<file path="src/rtl/imm_encoder.sv">
// imm_encoder: packs an immediate into an instruction template, two-stage valid/ready pipe.
// Define IMM_ENC_STATS_EN to add saturating emitted/error word counters.
module imm_encoder #(
  parameter int CNT_W = 16
) (
  input  logic             clock,
  input  logic             reset,
  input  logic             io_in_valid,
  output logic             io_in_ready,
  input  logic [31:0]      io_in_template,
  input  logic [31:0]      io_in_imm,
  input  logic [2:0]       io_in_imm_type,
  output logic             io_out_valid,
  input  logic             io_out_ready,
  output logic [31:0]      io_out_instruction,
  output logic             io_out_range_err,
  output logic             io_err_sticky
`ifdef IMM_ENC_STATS_EN
  ,
  output logic [CNT_W-1:0] io_enc_count,
  output logic [CNT_W-1:0] io_err_count
`endif
);

  localparam logic [2:0] T_I  = 3'd1;
  localparam logic [2:0] T_U  = 3'd2;
  localparam logic [2:0] T_C4 = 3'd3;
  localparam logic [2:0] T_S  = 3'd4;
  localparam logic [2:0] T_SH = 3'd5;
  localparam logic [2:0] T_IZ = 3'd6;

  if (CNT_W < 1) begin : g_bad_cnt_w
    $error("CNT_W must be at least 1");
  end

  logic        r_s1_valid;
  logic [31:0] r_s1_tpl;
  logic [31:0] r_s1_imm;
  logic [2:0]  r_s1_type;
  logic        r_s2_valid;
  logic [31:0] r_s2_instr;
  logic        r_s2_err;
  logic        r_sticky;

  logic        w_s1_ready;
  logic        w_s2_ready;
  logic        w_out_hs;
  logic        w_simm_ok;
  logic [31:0] w_enc;
  logic        w_err;

  assign w_s2_ready = !r_s2_valid | io_out_ready;
  assign w_s1_ready = !r_s1_valid | w_s2_ready;
  assign w_out_hs   = r_s2_valid & io_out_ready;

  assign io_in_ready        = w_s1_ready;
  assign io_out_valid       = r_s2_valid;
  assign io_out_instruction = r_s2_instr;
  assign io_out_range_err   = r_s2_err;
  assign io_err_sticky      = r_sticky;

  // 12-bit signed fits iff bits 31..11 are a pure sign extension
  assign w_simm_ok = (&r_s1_imm[31:11]) | ~(|r_s1_imm[31:11]);

  always_comb begin
    w_enc = r_s1_tpl;
    w_err = 1'b0;
    case (r_s1_type)
      T_I: begin
        w_enc = {r_s1_imm[11:0], r_s1_tpl[19:0]};
        w_err = !w_simm_ok;
      end
      T_IZ: begin
        w_enc = {r_s1_imm[11:0], r_s1_tpl[19:0]};
        w_err = |r_s1_imm[31:12];
      end
      T_U: begin
        w_enc = {r_s1_imm[31:12], r_s1_tpl[11:0]};
        w_err = |r_s1_imm[11:0];
      end
      T_C4: begin
        w_err = (r_s1_imm != 32'd4);
      end
      T_S: begin
        w_enc = {r_s1_imm[11:5], r_s1_tpl[24:12],
                 r_s1_imm[4:0], r_s1_tpl[6:0]};
        w_err = !w_simm_ok;
      end
      T_SH: begin
        w_enc = {r_s1_tpl[31:25], r_s1_imm[4:0],
                 r_s1_tpl[19:0]};
        w_err = |r_s1_imm[31:5];
      end
      default: begin
        w_enc = r_s1_tpl;
        w_err = 1'b0;
      end
    endcase
  end

  always_ff @(posedge clock) begin
    if (!reset) begin
      r_s1_valid <= 1'b0;
      r_s1_tpl   <= '0;
      r_s1_imm   <= '0;
      r_s1_type  <= '0;
      r_s2_valid <= 1'b0;
      r_s2_instr <= '0;
      r_s2_err   <= 1'b0;
      r_sticky   <= 1'b0;
    end else begin
      if (w_s1_ready) begin
        r_s1_valid <= io_in_valid;
        if (io_in_valid) begin
          r_s1_tpl  <= io_in_template;
          r_s1_imm  <= io_in_imm;
          r_s1_type <= io_in_imm_type;
        end
      end
      if (w_s2_ready) begin
        r_s2_valid <= r_s1_valid;
        if (r_s1_valid) begin
          r_s2_instr <= w_enc;
          r_s2_err   <= w_err;
        end
      end
      if (w_out_hs & r_s2_err) begin
        r_sticky <= 1'b1;
      end
    end
  end

`ifdef IMM_ENC_STATS_EN
  logic [CNT_W-1:0] r_enc_cnt;
  logic [CNT_W-1:0] r_err_cnt;

  always_ff @(posedge clock) begin
    if (!reset) begin
      r_enc_cnt <= '0;
      r_err_cnt <= '0;
    end else if (w_out_hs) begin
      if (r_enc_cnt != '1) begin
        r_enc_cnt <= r_enc_cnt + 1'b1;
      end
      if (r_s2_err && (r_err_cnt != '1)) begin
        r_err_cnt <= r_err_cnt + 1'b1;
      end
    end
  end

  assign io_enc_count = r_enc_cnt;
  assign io_err_count = r_err_cnt;
`endif

endmodule

</file>
<file path="config.mk">
export PLATFORM = sky130hd
export DESIGN_NAME = imm_encoder
export DESIGN_NICKNAME = d
export VERILOG_FILES = /design/src/rtl/imm_encoder.sv
export SDC_FILE = /design/constraint.sdc
export NUM_CORES = 1
export LEC_CHECK = 0
export ABC_CLOCK_PERIOD_IN_PS = 1500
export BUFFER_PORTS_ARGS = -buffer_cell sky130_fd_sc_hd__buf_2
export CAP_MARGIN = 15
export CELL_PAD_IN_SITES_DETAIL_PLACEMENT = 0
export CELL_PAD_IN_SITES_GLOBAL_PLACEMENT = 1
export CORE_MARGIN = 4
export CORE_UTILIZATION = 35
export DETAILED_ROUTE_END_ITERATION = 7
export PLACE_DENSITY = 0.84
export REMOVE_ABC_BUFFERS = 1
export SETUP_SLACK_MARGIN = 0.2
export SLEW_MARGIN = 20
export SYNTH_ARGS = -nofsm -noshare
export SYNTH_HDL_FRONTEND = slang
export SYNTH_SLANG_ARGS = --single-unit
</file>
<file path="constraint.sdc">
create_clock -name clock -period 1.5 [get_ports clock]
set_input_delay 0.075 -clock clock [delete_from_list [all_inputs] [get_ports clock]]
set_output_delay 0.075 -clock clock [all_outputs]
set_load 0.02 [all_outputs]
</file>
After elaboration in Yosys (flattened, before gate mapping)
Cells that the tools add are included.

ROM bits: 0. RAM bits: 0. Bits in latches: 0. Memories: 0. Register bits after elaboration: 103.

Eq/ne operators: 7. Mux-type cells: 2. Shifts and indexed selects: 0. Reductions and logical operators: 12. Add/subtract/negate cells: 0. Multiply operators: 0. Magnitude comparators: 0. Div/mod/pow operators: 0. Bitwise operators: 6.

Operators with widths (count): one-hot mux 32 bit (4 select lines) (1); inequality test 32 x 3 -> 1 bit, second input constant (1); OR reduction 27 bit (1); AND reduction 21 bit (1); OR reduction 21 bit (1); OR reduction 20 bit (1); OR reduction 12 bit (1); == test 3 bit, second input constant (3); == test 3 x 2 -> 1 bit, second input constant (2); one-hot mux 1 bit (5 select lines) (1); AND reduction 2 bit (2); OR reduction 2 bit (2); == test 3 x 1 -> 1 bit, second input constant (1); zero test 1 bit (3); bitwise OR 1 bit (3); bitwise AND 1 bit (2); inverter 1 bit (1).

Depth between registers and ports, before layout
Gate-level depths: netlist of the first run.

Word-level depth: 5. Mapped depth: 8.

Worst setup path after synthesis of the first run
OpenSTA, ideal clock, no wires.

Path type: register -> register. From: register r_s2_valid (netlist: io_out_valid). To: register r_s1_imm[15]. Slack: -228 ps. Path buffers: 3. Cell stages (with the launch flop): 9. Period minus slack after synthesis: 1728 ps. Data required time: 1378 ps. Setup time: 122 ps. Arrival time: 1606 ps. Cell sequence: dfxtp_1 nor2b_2 nand2_1 and2_1 buf_2 buf_4 buf_2 nand2_1 a21boi_0.

Longest elaborated chain between the ends: 4.

Ends and longest elaborated chain: start, declared (line 40) `logic r_s2_valid;`; start signal, assigned (line 121) `r_s2_valid <= r_s1_valid;`; zero test 1 bit (line 52) `assign w_s2_ready = !r_s2_valid | io_out_ready;`; bitwise OR 1 bit (line 52); bitwise OR 1 bit (line 53) `assign w_s1_ready = !r_s1_valid | w_s2_ready;`; named net io_in_ready (line 9) `output logic io_in_ready,`; AND reduction 2 bit (no source line); end signal, assigned (line 116) `r_s1_imm <= io_in_imm;`; end, declared (line 38) `logic [31:0] r_s1_imm;`.

The timed path passes the listed nets, and every way through them passes these cells. A chain may end at the register's enable or synchronous reset.

Worst setup path after layout of the first run
From: register r_s1_imm[14]. To: register r_s2_err (netlist: io_out_range_err).

Longest elaborated chain between the ends: 5. Elaborated cells between the ends (all ways): 9.

Ends and longest elaborated chain: OR reduction 21 bit (line 63) `assign w_simm_ok = (&r_s1_imm[31:11]) | ~(|r_s1_imm[31:11]);`; inverter 1 bit (line 63); bitwise OR 1 bit (line 63); zero test 1 bit (line 71, 87); one-hot mux 1 bit (5 select lines) (*) (line 68) `case (r_s1_type)`; end signal, assigned (line 124) `r_s2_err <= w_err;`; end, declared (line 42) `logic r_s2_err;`.

Mark *: on every way between the ends. The rest lies on a longest branch, timed or not.

==> results.py, run 1 <==
metrics = {
    "routing": {
        "wl_per_cell_um": 18.7,
        "wl_met1_mm": 7.22,
        "vias": 4729,
        "dr_wl_met2_mm": 8.39,
        "wl_met3_um": 824,
        "vias_per_cell": 5.21,
        "postRouteAntennaNets": 0,
        "drtIter0Drc": 324,
        "drt-total-wl_mm": 17.0,
        "routed.top_layer": "met4",
        "firstDrtPassIters": 6,
        "drcViolationCount": 0,
    },
    "yosys": {
        "async_flop_share": 0,
        "ys_types": 43,
        "synthTopCellsByCount": "165 x nand2_1, 103 x dfxtp_1, 72 x a21boi_0",
        "avgSynthCellArea_um2": 8.62,
        "synth-main-ff-cell": "dfxtp_1",
        "netlist_area_mm2": 0.00438,
        "yosysMostFrequentCell": "nand2_1",
        "ys_ff_latch": 103,
        "yosysTopAreaCellShare": 0.471,
        "synth_area_leader_cell": "dfxtp_1",
        "synth_edf_count": 0,
        "yosys-top-cells-area": "dfxtp_1 47%, nand2_1 14%, a21boi_0 12%",
        "synth_cells": 508,
        "seq_area_frac_synth": 0.471,
        "yosysWarnings": 0,
    },
    "clock_tree": {
        "cts_buffers": 9,
        "htree_num_levels": 3,
        "cts_buffer_depth": 2,
        "cts_tree": "yes",
        "clock-sinks": 103,
        "clk_pin_slew_ns": 0.07,
        "root_buffer": "clkbuf_16",
        "clkLatencyLatePin_ns": 0.35,
    },
    "floorplanning": {
        "start_util": 0.361,
        "dieArea_mm2": 0.0144,
        "coreArea_mm2": 0.0121,
        "die_h_um": 120,
        "fp-row-count": 40,
        "ios": 107,
        "die-width_um": 120,
    },
    "pwr": {
        "p_comb_frac": 0.228,
        "seqPwrFrac": 0.416,
        "p_sw_frac": 0.270,
        "clkPwrFrac": 0.356,
        "p_int_uw": 5280,
        "switchingPower_uw": 1950,
        "leakagePower_uw": 0.00369,
        "power_density_mw_per_mm2": 894,
        "ir_worst_vdd_mv": 0.730,
    },
    "critical_path": {
        "critPathMaxFanout": 4,
        "critical_path.max_stage_delay_ns": 0.57,
        "worstPathRequired_ns": 1.73,
        "arrival_ns": 1.81,
        "worstSetupPathType": "reg -> reg",
        "critPathLaunchType": "flop",
        "crit_path_end_kind": "flop",
        "slowest_stage": "or4_4",
        "crit_family": "simple AND/OR/NAND/NOR gates",
        "crit_chain": "or4_4 -> nor2_4 -> and4_1 -> o311a_1 -> a32oi_1",
        "worst-path-buf-inv": 0,
    },
    "placement": {
        "preCtsSetupSlack_ns": -0.102,
        "finalWeightedCongestion": 0.794,
        "dp_hpwl_mm": 8.54,
        "placed_cell_area_mm2": 0.00540,
        "port_buffers": 106,
    },
    "status": {
        "status": "complete, but fails checks",
        "violations": "setup timing",
    },
    "flow_run": {
        "drv_cap": 0,
    },
    "global_route": {
        "grt_pass1_wl_mm": 22.0,
        "grt_util_all_layers": 0.191,
        "grt_max_degree": 55,
        "grt_overflow": 0,
        "grt_pass1_vias": 4499,
        "antenna_found_initial": 0,
    },
    "timing": {
        "relSlewSlack": 0.733,
        "period_needed_ns": 1.57,
        "fin_skew_ns": 0.00718,
        "worst_slack_ns": -0.0726,
        "drv_slew": 0,
        "setup_violations": 3,
        "worstMarginPinSlew_ns": 0.398,
        "hold_violations": 0,
        "rsz0062_at_grt": "yes",
        "max_clock_freq_mhz": 636,
        "fin_crit_sh": 1.05,
    },
    "layout": {
        "diodes": 0,
        "ff_latch_area_mm2": 0.00207,
        "nNetsFinal": 808,
        "synthToLayoutAreaGrowth_pct": 84.8,
        "fillers": 945,
        "multiInputGateArea_mm2": 0.00306,
        "final_area_mm2": 0.00809,
        "drive_above_1_share": 0.534,
    },
    "worst_hold_path": {
        "hold_path_class": "in -> reg",
    },
}
==> cell type report <==
cell class | count | area share
multi-input combinational | 363 | 0.378
timing repair buffer | 257 | 0.298
sequential | 103 | 0.256
clock buffer | 11 | 0.0312
tap | 168 | 0.0260
clock inverter | 3 | 0.00835
inverter | 3 | 0.00201
==> flip-flops by register name (all words and copies together), names as in the netlist <==
signal	cells
io_out_instruction	32
r_s1_imm	32
io_out_range_err	1
r_s1_tpl	32
io_out_valid	1
r_s1_type	3
r_s1_valid	1
io_err_sticky	1
==> power groups by stage <==
stage | logic, µW | registers (µW) | clock network, µW
2_1_floorplan | 375 | 3110 | 0
3_3_place_gp | 896 | 3030 | 0
3_5_place_dp | 913 | 3040 | 0
4_1_cts | 1140 | 2980 | 2570
5_1_grt | 1750 | 3030 | 2670
6_report | 1650 | 3010 | 2570
==> layer usage <==
layer / track usage / up-vias
li1: - / 2236
met1: 0.236 / 2299
met2: 0.332 / 155
met3: 0.0386 / 39
met4: 0.0666 / 0
met5: 0 / -
==> metrics by stage <==
step | util | power, µW | setup TNS [ns] | hold slack [ns] | instances
final | 0.668 | 7230 | -0.0846 | 0.000229 | 908
after global routing | 0.668 | 7450 | -0.656 | 0.00326 | 908
after CTS | 0.543 | 6690 | -0.0335 | 0.000230 | 872
after detailed placement | 0.446 | 3950 | -0.594 | 0.335 | 791
after global placement | 0.446 | 3930 | -0.503 | 0.325 | 791
after floorplan | - | 3480 | -92.61 | 0.193 | 469
==> layout by cell type (no fill, tap or decap), drive strengths merged, types with 2 or more instances in the layout <==
cell type and instances:
or4 2, nor2 3, nand4 4, nor2b 4
nor3 3, mux2 7, and4 3, buf 178
nand2 165, nor4 6, a21boi 74, dlygate4sd3 64
clkbuf 26, a21oi 15, o211a 13, nand2b 2
o21ai 22, nand3 8, dfxtp 103, a31oi 2
inv 3, bufinv 2, mux2i 8, a222oi 12
==> cell families (layout without fill, tap and decap cells) <==
family / Yosys count / count (layout) / share of synthesized area
xor gates and xnor gates: 1 / 1 / 0.00200
and+or+nand+nor: 202 / 202 / 0.199
muxes: 15 / 15 / 0.0363
buffers and inverters: 42 / 274 / 0.0480
AOI/OAI and AO/OA: 145 / 145 / 0.244
DFF: 103 / 103 / 0.471
==> worst paths after layout <==
check	startpoint	end	slack (ns)	cells after the start
min	io_in_imm[5]	r_s1_imm[5]	0.0002	3
max	r_s1_imm[14]	io_out_range_err	-0.07	5
min reg2reg	io_out_instruction[1]	io_out_instruction[1]	0.45	2
max reg2reg	r_s1_imm[14]	io_out_range_err	-0.07	5
==> worst min-delay path, delay by kind of cell <==
kind | cells | cell delay (ns)
buf+inv | 1 | 0.10
compound gates | 1 | 0.07
simple gates | 1 | 0.05
==> what timing repair did <==
item | in CTS | in global routing
buffers inserted | 6 | 10
pin swaps | 19 | 141
hold buffers | 57 | 7
endpoints found under the setup margin | 96 | 95
hold endpoints to repair | 57 | 7
resized for setup | 41 | 322
cloned | 4 | 19
No activity file was read; power rests on OpenSTA's default activity.
==> inputs of run 2 (changes only) <==
- BUFFER_PORTS_ARGS: -buffer_cell sky130_fd_sc_hd__buf_2 -> -buffer_cell sky130_fd_sc_hd__clkbuf_2
==> results.py, run 2 (synthesis gave the netlist of run 1 again) <==
metrics = {
    "status": {
        "status": "complete, but fails checks",
        "violations": "setup timing",
    },
    "routing": {
        "vias": 4666,
        "drtIter0Drc": 430,
        "drt-total-wl_mm": 15.9,
        "wl_per_cell_um": 17.5,
        "drcViolationCount": 0,
        "postRouteAntennaNets": 0,
        "vias_per_cell": 5.14,
        "firstDrtPassIters": 7,
    },
    "timing": {
        "setup_tns_ns": -0.102,
        "max_clock_freq_mhz": 624,
        "rsz0062_at_grt": "yes",
        "fin_crit_sh": 1.07,
        "drv_slew": 0,
        "fin_skew_ns": 0.00966,
        "hold_violations": 0,
        "worstMarginPinSlew_ns": 0.425,
        "setup_violations": 1,
        "period_needed_ns": 1.60,
        "worst_slack_ns": -0.102,
        "relSlewSlack": 0.716,
    },
    "pwr": {
        "seqPwrFrac": 0.430,
        "switchingPower_uw": 1950,
        "p_sw_frac": 0.280,
        "p_int_uw": 5010,
        "power_density_mw_per_mm2": 893,
        "clkPwrFrac": 0.345,
        "leakagePower_uw": 0.00351,
        "ir_worst_vdd_mv": 0.665,
        "p_comb_frac": 0.224,
    },
    "floorplanning": {
        "fp-row-count": 40,
        "coreArea_mm2": 0.0121,
        "die_h_um": 120,
        "start_util": 0.361,
        "die-width_um": 120,
        "dieArea_mm2": 0.0144,
        "ios": 107,
    },
    "placement": {
        "placed_cell_area_mm2": 0.00539,
        "finalWeightedCongestion": 0.807,
        "dp_hpwl_mm": 8.70,
        "port_buffers": 106,
    },
    "layout": {
        "drive_above_1_share": 0.480,
        "mostFrequentLayoutCells": "105 x clkbuf_2, 99 x dfxtp_1, 92 x nand2_1, 67 x dlygate4sd3_1, 63 x nand2_4",
        "final_area_mm2": 0.00779,
        "nNetsFinal": 805,
        "synthToLayoutAreaGrowth_pct": 78.1,
        "diodes": 0,
        "layout_commonest_cell": "clkbuf_2",
    },
    "clock_tree": {
        "cts_tree": "yes",
        "clock-sinks": 103,
        "htree_num_levels": 3,
        "clk_pin_slew_ns": 0.08,
        "root_buffer": "clkbuf_16",
        "clkLatencyLatePin_ns": 0.34,
        "cts_buffers": 9,
        "cts_buffer_depth": 2,
    },
    "critical_path": {
        "arrival_ns": 1.82,
        "crit_path_end_kind": "flop",
        "critPathMaxFanout": 4,
        "worstSetupPathType": "reg -> reg",
        "critPathLaunchType": "flop",
        "worstPathRequired_ns": 1.72,
    },
    "global_route": {
        "antenna_found_initial": 0,
        "grt_pass1_vias": 4747,
        "grt_overflow": 0,
        "grt_pass1_wl_mm": 23.5,
        "grt_util_all_layers": 0.202,
        "grt_max_degree": 75,
    },
    "flow_run": {
        "drv_cap": 0,
    },
    "worst_hold_path": {
        "hold_path_class": "in -> reg",
    },
}
==> run 2: per-layer routing <==
layer,track usage,part of all wire
met5,0,0
met1,0.244,0.42
met3,0.0382,0.045
met2,0.366,0.51
met4,0.0537,0.022
==> run 2: what timing repair did <==
item,CTS,global route
resized for setup,74,235
hold buffers,67,0
pin swaps,20,87
setup endpoints to repair,86,100
gates cloned,8,8
hold endpoints to repair,67,0
buffers inserted,15,2
==> run 2: path summary, 6_finish.rpt <==
| kind | startpoint | end | slack, ns | depth (start not counted) |
|---|---|---|---|---|
| worst max-delay path | r_s1_imm[31] | io_out_range_err | -0.10 | 5 |
| worst min-delay path | io_in_valid | r_s1_valid | 0.06 | 3 |
| worst max register to register | r_s1_imm[31] | io_out_range_err | -0.10 | 5 |
| worst min register to register | r_s1_tpl[23] | r_s1_tpl[23] | 0.45 | 2 |
==> run 2: area by class of cell <==
class,instances,area [µm²]
Fill cell,1004,4320
Multi-Input combinational cell,363,2880
Timing Repair Buffer,254,2300
Sequential cell,103,2070
Clock buffer,9,225
Tap cell,168,210
Clock inverter,7,80.1
Inverter,3,18.8
==> run 2: critical path, cell delays in order, from the launching register on <==
cell and delay [ns]:
dfxtp_1 0.32, or4_4 0.55, nor2_4 0.16, and4_1 0.20
o311a_1 0.16, a32oi_1 0.09
==> run 2: per-stage QoR <==
stage / util / std cells / setup WS (ns) / power, µW / hold WS (ns)
floorplan: - / 469 / -1.29 / 3480 / 0.193
global placement: 0.445 / 791 / -0.0469 / 3930 / 0.307
detailed placement: 0.445 / 791 / -0.0609 / 3960 / 0.311
CTS: 0.571 / 897 / -0.0777 / 6690 / 0.0484
global route: 0.644 / 907 / -0.132 / 7210 / 0.0732
finish: 0.644 / 907 / -0.102 / 6960 / 0.0626
==> run 2: power groups by stage <==
stage	Clock (µW)	Combinational, µW	Sequential (µW)
floorplan	0	375	3110
global placement	0	888	3040
detailed placement	0	908	3050
CTS	2450	1250	2980
global route	2540	1660	3010
finish	2400	1560	2990
